`config.mk`:
```
export PLATFORM = sky130hd
export DESIGN_NAME = ibex_crc32_iter
export DESIGN_NICKNAME = d
export VERILOG_FILES = /design/src/rtl/ibex_crc32_iter.sv
export SDC_FILE = /design/constraint.sdc
export NUM_CORES = 1
export LEC_CHECK = 0
export CORE_UTILIZATION = 23
export CTS_CLUSTER_DIAMETER = 150
export DETAILED_ROUTE_END_ITERATION = 8
export PLACE_DENSITY_LB_ADDON = 0.05
export SKIP_LAST_GASP = 1
export SYNTH_ARGS = -nofsm -noshare
export SYNTH_HDL_FRONTEND = slang
export SYNTH_SLANG_ARGS = --single-unit
```
`constraint.sdc`:
```
create_clock -name clk_i -period 2.2 [get_ports clk_i]
set_input_delay 0.33 -clock clk_i [delete_from_list [all_inputs] [get_ports clk_i]]
set_output_delay 0.33 -clock clk_i [all_outputs]
set_load 0.02 [all_outputs]
```
`src/rtl/ibex_crc32_iter.sv`:
```
// Iterative reflected CRC32 / CRC32C unit for the RV32B ALU_CRC32{,C}_{B,H,W} operators.
// Runs BitsPerCycle chained CRC steps per BUSY cycle and returns rd over a valid/ready handshake.
module ibex_crc32_iter #(
    parameter int unsigned BitsPerCycle = 8
) (
    input  logic        clk_i,
    input  logic        rst_i,
    input  logic        valid_i,
    input  logic [6:0]  operator_i,
    input  logic [31:0] operand_a_i,
    output logic        ready_o,
    input  logic        kill_i,
    output logic        valid_o,
    input  logic        ready_i,
    output logic [31:0] result_o
);

    localparam int unsigned CntW = $clog2(32 / BitsPerCycle) + 1;

    // Operator encodings matching ibex_pkg::alu_op_e
    localparam logic [6:0] ALU_CRC32_B  = 7'd59;
    localparam logic [6:0] ALU_CRC32C_B = 7'd60;
    localparam logic [6:0] ALU_CRC32_H  = 7'd61;
    localparam logic [6:0] ALU_CRC32C_H = 7'd62;
    localparam logic [6:0] ALU_CRC32_W  = 7'd63;
    localparam logic [6:0] ALU_CRC32C_W = 7'd64;

    localparam logic [31:0] PolyCrc32  = 32'hEDB88320;
    localparam logic [31:0] PolyCrc32c = 32'h82F63B78;

    if (BitsPerCycle != 1 && BitsPerCycle != 2 && BitsPerCycle != 4 && BitsPerCycle != 8) begin : g_bad_param
        $error("ibex_crc32_iter: BitsPerCycle must be 1, 2, 4 or 8");
    end

    typedef enum logic [1:0] {
        IDLE = 2'd0,
        BUSY = 2'd1,
        DONE = 2'd2
    } state_e;

    state_e          state;
    logic [31:0]     x;
    logic [31:0]     poly;
    logic [CntW-1:0] cnt;

    logic            is_crc;
    logic            use_crc32c;
    logic [5:0]      n_steps;
    logic [CntW-1:0] cnt_load;
    logic [31:0]     x_next;

    // Operator decode: CRC flavour and total step count
    always_comb begin
        is_crc     = 1'b0;
        use_crc32c = 1'b0;
        n_steps    = 6'd0;
        unique case (operator_i)
            ALU_CRC32_B:  begin is_crc = 1'b1; n_steps = 6'd8;  end
            ALU_CRC32C_B: begin is_crc = 1'b1; n_steps = 6'd8;  use_crc32c = 1'b1; end
            ALU_CRC32_H:  begin is_crc = 1'b1; n_steps = 6'd16; end
            ALU_CRC32C_H: begin is_crc = 1'b1; n_steps = 6'd16; use_crc32c = 1'b1; end
            ALU_CRC32_W:  begin is_crc = 1'b1; n_steps = 6'd32; end
            ALU_CRC32C_W: begin is_crc = 1'b1; n_steps = 6'd32; use_crc32c = 1'b1; end
            default:      ;
        endcase
    end

    assign cnt_load = CntW'(32'(n_steps) / BitsPerCycle);

    // One BUSY cycle worth of chained reflected-CRC steps
    always_comb begin
        x_next = x;
        for (int unsigned i = 0; i < BitsPerCycle; i++) begin
            x_next = (x_next >> 1) ^ (poly & {32{x_next[0]}});
        end
    end

    always_ff @(posedge clk_i) begin
        if (rst_i) begin
            state    <= IDLE;
            ready_o  <= 1'b1;
            valid_o  <= 1'b0;
            result_o <= 32'h0;
            cnt      <= '0;
            x        <= 32'h0;
            poly     <= 32'h0;
        end else begin
            unique case (state)
                IDLE: begin
                    // kill_i blocks a coincident request
                    if (valid_i && is_crc && !kill_i) begin
                        x       <= operand_a_i;
                        poly    <= use_crc32c ? PolyCrc32c : PolyCrc32;
                        cnt     <= cnt_load;
                        state   <= BUSY;
                        ready_o <= 1'b0;
                    end
                end
                BUSY: begin
                    if (kill_i) begin
                        state   <= IDLE;
                        ready_o <= 1'b1;
                        cnt     <= '0;
                    end else begin
                        x   <= x_next;
                        cnt <= cnt - CntW'(1);
                        if (cnt == CntW'(1)) begin
                            state    <= DONE;
                            valid_o  <= 1'b1;
                            result_o <= x_next;
                        end
                    end
                end
                DONE: begin
                    if (kill_i || ready_i) begin
                        state   <= IDLE;
                        valid_o <= 1'b0;
                        ready_o <= 1'b1;
                    end
                end
                default: begin
                    state   <= IDLE;
                    valid_o <= 1'b0;
                    ready_o <= 1'b1;
                    cnt     <= '0;
                end
            endcase
        end
    end

endmodule

```
Word level (Yosys, flattened, before mapping)

Cells that the tools add are included.

Bits of input ports: 44
Register bits: 103
Word-level logic and storage cells: 83

Reductions and logical operators: 18
Mux-type cells: 23
Bitwise operators: 19
Equal/unequal tests: 15
Add/sub/neg operators: 1

Operators with widths:

| operator                                            | count |
|---|---|
| AND 32 bit                                          | 8 |
| bitwise XOR 31 x 32 -> 32 bit                       | 8 |
| two-way mux 32 bit                                  | 2 |
| one-hot mux 32 bit (2 select lines)                 | 1 |
| equality test 7 x 6 -> 1 bit, second input constant | 5 |
| two-way mux 31 bit                                  | 1 |
| one-hot mux 6 bit (3 select lines)                  | 1 |
| AND reduction 3 bit                                 | 4 |
| inequality test 2 bit, second input constant        | 5 |
| one-hot mux 3 bit (3 select lines)                  | 1 |
| two-way mux 1 bit                                   | 8 |
| two-way mux 2 bit                                   | 4 |
| equality test 7 bit, second input constant          | 1 |
| two-way mux 3 bit                                   | 2 |
| one-hot mux 1 bit (3 select lines)                  | 2 |
| one-hot mux 2 bit (3 select lines)                  | 1 |
| OR reduction 2 bit                                  | 3 |
| OR reduction 6 bit                                  | 1 |
| AND reduction 2 bit                                 | 2 |
| AND reduction 4 bit                                 | 1 |
| equality test 3 x 1 -> 1 bit, second input constant | 1 |
| inequality test 3 bit, second input constant        | 1 |
| NOT 1 bit                                           | 3 |
| OR reduction 3 bit                                  | 1 |
| 8 further kinds                                     | 9 |

Longest topological paths before layout

Depth in word-level cells: 18
Mapped depth: 9
Depth with buffers taken out: 7

Worst setup path after synthesis

No wires, ideal clock.

Kind: register to register
Start point: register x[2]
End point: register x[11]
Library setup time: 0.135 ns
Buffers on the path: 1
Cell stages (with the launch flop): 9
Setup slack: -0.076 ns
Arrival: 2.141 ns
Cell sequence: dfxtp_1 > buf_6 > xnor3_2 > xnor3_2 > o21ai_0 > nor3b_2 > xnor3_1 > nand2_1 > a311oi_2

Longest elaborated chain between the ends: 16

RTL lines:

| what                                           | RTL line | text |
|---|---|---|
| start, declared                                | 42       | `logic [31:0] x;` |
| start signal, assigned                         | 92       | `x <= operand_a_i;` |
| start signal, assigned                         | 105      | `x <= x_next;` |
| bitwise XOR 31 x 32 -> 32 bit (*) (2 in a row) | 74       | `x_next = (x_next >> 1) ^ (poly & {32{x_next[0]}});` |
| AND 32 bit (*)                                 | 74       |  |
| bitwise XOR 31 x 32 -> 32 bit (*)              | 74       |  |
| AND 32 bit                                     | 74       |  |
| bitwise XOR 31 x 32 -> 32 bit (*)              | 74       |  |
| AND 32 bit                                     | 74       |  |
| bitwise XOR 31 x 32 -> 32 bit (*)              | 74       |  |
| AND 32 bit                                     | 74       |  |
| bitwise XOR 31 x 32 -> 32 bit (*)              | 74       |  |
| AND 32 bit                                     | 74       |  |
| bitwise XOR 31 x 32 -> 32 bit (*)              | 74       |  |
| AND 32 bit                                     | 74       |  |
| bitwise XOR 31 x 32 -> 32 bit (*)              | 74       |  |
| two-way mux 32 bit (*)                         | 100      | `if (kill_i) begin` |
| one-hot mux 32 bit (2 select lines) (*)        | 88       | `unique case (state)` |

Mark *: on every way between the ends. The rest lies on a longest branch, timed or not. The select of a mux whose other input is x is not followed.
A chain may end at the register's enable or synchronous reset.

Final worst setup path

Start point: register x[0]
End point: register result_o[20]

Longest elaborated chain between the ends: 16

RTL lines:

| what                              | RTL line | text |
|---|---|---|
| AND 32 bit (*)                    | 74       |  |
| bitwise XOR 31 x 32 -> 32 bit (*) | 74       |  |
| AND 32 bit                        | 74       |  |
| bitwise XOR 31 x 32 -> 32 bit (*) | 74       |  |
| AND 32 bit                        | 74       |  |
| bitwise XOR 31 x 32 -> 32 bit (*) | 74       |  |
| AND 32 bit                        | 74       |  |
| bitwise XOR 31 x 32 -> 32 bit (*) | 74       |  |
| AND 32 bit                        | 74       |  |
| bitwise XOR 31 x 32 -> 32 bit (*) | 74       |  |
| AND 32 bit                        | 74       |  |
| bitwise XOR 31 x 32 -> 32 bit (*) | 74       |  |
| AND 32 bit                        | 74       |  |
| bitwise XOR 31 x 32 -> 32 bit (*) | 74       |  |
| AND 32 bit                        | 74       |  |
| bitwise XOR 31 x 32 -> 32 bit (*) | 74       |  |
| end signal, assigned              | 110      | `result_o <= x_next;` |
| end, declared                     | 15       | `output logic [31:0] result_o` |

Mark *: on every way between the ends. The rest lies on a longest branch, timed or not.

==> results.yml <==
run_status:
  status: "finished, violations left"
  violations: "setup timing"
placement:
  dp_cells: 1080
  portBuffers: 77
  post-dp-hpwl_um: 15300
  gp_congestion: 0.839
floorplan:
  die_y_um: 153
  die_area_mm2: 0.0233
  start_util: 0.237
  boundaryPins: 78
  rows: 54
  coreArea_mm2: 0.0220
  die_x_um: 153
clocking:
  clock_path_buffers: 2
  clock-sinks: 74
  ctsHoldBuffers: 0
  clk_latency_ns: 0.35
  cts_tree: "done"
  root_buffer: "clkbuf_16"
  clkTransAtPathRegs_ns: 0.07
  numCtsBuffers: 9
  h-tree-depth: 3
global_route:
  grt_use_met1: 0.236
  grt_pass1_wl_um: 30500
  grt_use_total: 0.172
  grt_util_met2: 0.283
  met3_usage: 0.0230
  grt-ovfl-total: 0
  grt_pass1_vias: 5229
  top_usage_layer: "met2"
  antenna_found_initial: 0
  grt_max_degree: 42
timing:
  fin_crit_sh: 1.04
  hold_viol: 0
  drv_slew: 0
  finClkSkew_ns: 0.00823
  setup_viol: 18
  timing.final.crit_period_ns: 2.28
  finalWorstSetupSlack_ns: -0.0790
  fmax_ghz: 0.439
  slew_headroom: 0.653
  tightest_slew_ns: 0.520
  rsz0062_at_grt: "yes"
yosys:
  muxShareOfSynthArea: 0.0177
  synth-edff-count: 0
  synth-async-reset-ratio: 0
  syn-cell-area_mm2: 0.00522
  synth_area_leader_cell: "dfxtp_1"
  synthXorXnorAreaFrac: 0.262
  synth.area.top_cells: "dfxtp_1 28%, xnor2_1 12%, nand2_1 7.0%, xnor3_1 6.5%, a21oi_1 5.1%"
  synthFlopType: "dfxtp_1"
  synth_cell_types: 65
  syn_area_per_cell_um2: 8.17
  synth_top_area_frac: 0.284
  synthAdderAreaFrac: 0.00480
  ys_ff_latch: 74
  yosys_warnings: 0
  seq_area_frac_synth: 0.284
  synthSimpleGateAreaFrac: 0.195
  synthCells: 639
  synth_top_family_by_area: "XOR/XNOR gates"
  synth-compound-area-share: 0.188
  syn_nets: 685
worst_setup_path:
  crit-reg2reg-capture: "result_o[20]$_SDFFE_PP0P_"
  crit_required_ns: 2.41
  r2r-start: "x[0]$_SDFFE_PP0P_"
  reg2reg_depth: 9
  end_kind: "flip-flop"
  arrival_ns: 2.49
  r2r_slack_ns: -0.08
  critical_path_class: "flip-flop to flip-flop"
  worst-path-max-fanout: 5
  cp-start-kind: "flip-flop"
pwr:
  power_density_mw_per_mm2: 375
  ir_drop_v: 0.000342
  leakagePower_nw: 3.37
  total_power_mw: 3.23
final_layout:
  nets: 879
  syn2layout_area_growth_pct: 65.3
  instances_no_fill: 1118
  drive_gt1_frac: 0.341
  antenna_cells: 0
min_path:
  min_from: "rst_i"
  hp-class: "input port to flip-flop"
  whs_path_depth: 3
  hold_end: "result_o[5]$_SDFFE_PP0P_"
detailed_routing:
  wl_per_cell_um: 18.3
  via_per_inst: 4.63
  drtAntennaViolNets: 0
  remaining_drc_errors: 0
  vias: 5181
  drtIter0Drc: 217
  first_pass_iters: 4
  routed_wl_um: 20400
flow_run:
  max-cap-violations: 0
-- cell families (layout without fill, tap and decap cells) --
| logic type | Yosys count | in the layout |
|---|---|---|
| compound gates | 151 | 151 |
| xor+xnor | 122 | 122 |
| fa+ha+maj | 2 | 2 |
| buf+inv | 60 | 259 |
| flops | 74 | 74 |
| mux | 8 | 8 |
| simple gates | 222 | 222 |
-- metal layers --
layer  up-vias  part of all wire
li1       2558                 -
met1      2507              0.46
met2        99              0.48
met3        17             0.040
met4         0             0.016
met5         -                 0
-- synthesized netlist by cell type, drive strengths merged, types with 2 or more instances --
cell / count
nor2: 69
inv: 10
a311oi: 4
and3b: 4
and2: 5
a21boi: 3
nand3: 9
o221ai: 2
a31oi: 5
dfxtp: 74
xnor2: 74
a21oi: 54
a22oi: 2
o211ai: 8
o21ai: 30
o31ai: 5
a211o: 4
mux2i: 8
nor3: 7
o32ai: 3
buf: 18
nor3b: 2
nand2: 100
nor2b: 6
nor4b: 4
a211oi: 18
nand3b: 2
xnor3: 17
o211a: 2
o22ai: 2
clkbuf: 31
ha: 2
xor2: 30
nand2b: 6
nand4: 3
o21a: 4
-- stage by stage --
step / TNS [ns] / cell area, um2 / worst slack [ns] / hold slack, ns / utilization
floorplan: -0.0341 / 5220 / -0.0341 / 0.409 / -
global placement: -18.02 / 7200 / -0.443 / 0.450 / 0.327
detailed placement: -19.10 / 7200 / -0.523 / 0.450 / 0.327
CTS: -2.30 / 8130 / -0.161 / 0.407 / 0.369
global route: -4.61 / 8630 / -0.221 / 0.437 / 0.392
finish: -0.862 / 8630 / -0.0790 / 0.416 / 0.392
-- worst max-delay path: stages, from the launching register on --
cell	delay, ns
dfxtp_2	0.35
xnor3_2	0.51
buf_6	0.16
nor2_4	0.11
mux2i_4	0.26
buf_12	0.17
xnor2_4	0.13
xnor3_1	0.28
nand2_1	0.11
a21oi_1	0.07
-- layout by cell type, fill, tap and decap left out, types with 10 or more instances in the layout --
cell,Yosys,routed
xor2_1,29,19
clkbuf_16,0,11
a211oi_1,17,12
clkdlybuf4s50_1,0,75
o21ai_0,30,22
nand2_1,98,95
buf_6,1,20
xnor3_1,15,11
xnor2_1,72,35
inv_1,10,10
nor2_1,68,62
buf_4,2,123
a21oi_1,53,50
xnor2_2,1,23
xnor2_4,1,16
dfxtp_1,74,67
-- repair_timing --
action | in CTS | in global routing
gates cloned | 1 | 2
setup endpoints to repair | 60 | 60
resized for setup | 95 | 74
pin swaps | 40 | 49
buffers inserted | 18 | 11
-- cell type report --
type | instances | area, um2
inverters | 11 | 41.3
flip-flops and latches | 74 | 1500
well taps | 280 | 350
multi-input cells | 505 | 4270
fillers | 2251 | 13400
repair buffers | 232 | 2160
clock buffers | 11 | 243
clock inverters | 5 | 62.6
-- worst max-delay path by stage --
stage / start / endpoint / cells after the start
2_1_floorplan: x[0]$_SDFFE_PP0P_ / x[11]$_SDFFE_PP0P_ / 7
6_report: x[0]$_SDFFE_PP0P_ / result_o[20]$_SDFFE_PP0P_ / 9
3_3_place_gp: operator_i[2] / x[22]$_SDFFE_PP0P_ / 8
5_1_grt: x[0]$_SDFFE_PP0P_ / x[27]$_SDFFE_PP0P_ / 8
3_5_place_dp: operator_i[2] / x[3]$_SDFFE_PP0P_ / 9
4_1_cts: x[2]$_SDFFE_PP0P_ / x[19]$_SDFFE_PP0P_ / 9
-- state kept, by name, indices dropped and copies added (netlist names) --
signal,count
ready_o,1
result_o,32
state,2
cnt,3
valid_o,1
x,32
poly,3
-- power breakdown --
part	internal, mW	total [mW]	switching (mW)
logic	0.175	0.323	0.148
clock network	0.917	1.56	0.640
registers	1.35	1.35	0.00860
Power figures use the tool's default switching activity.
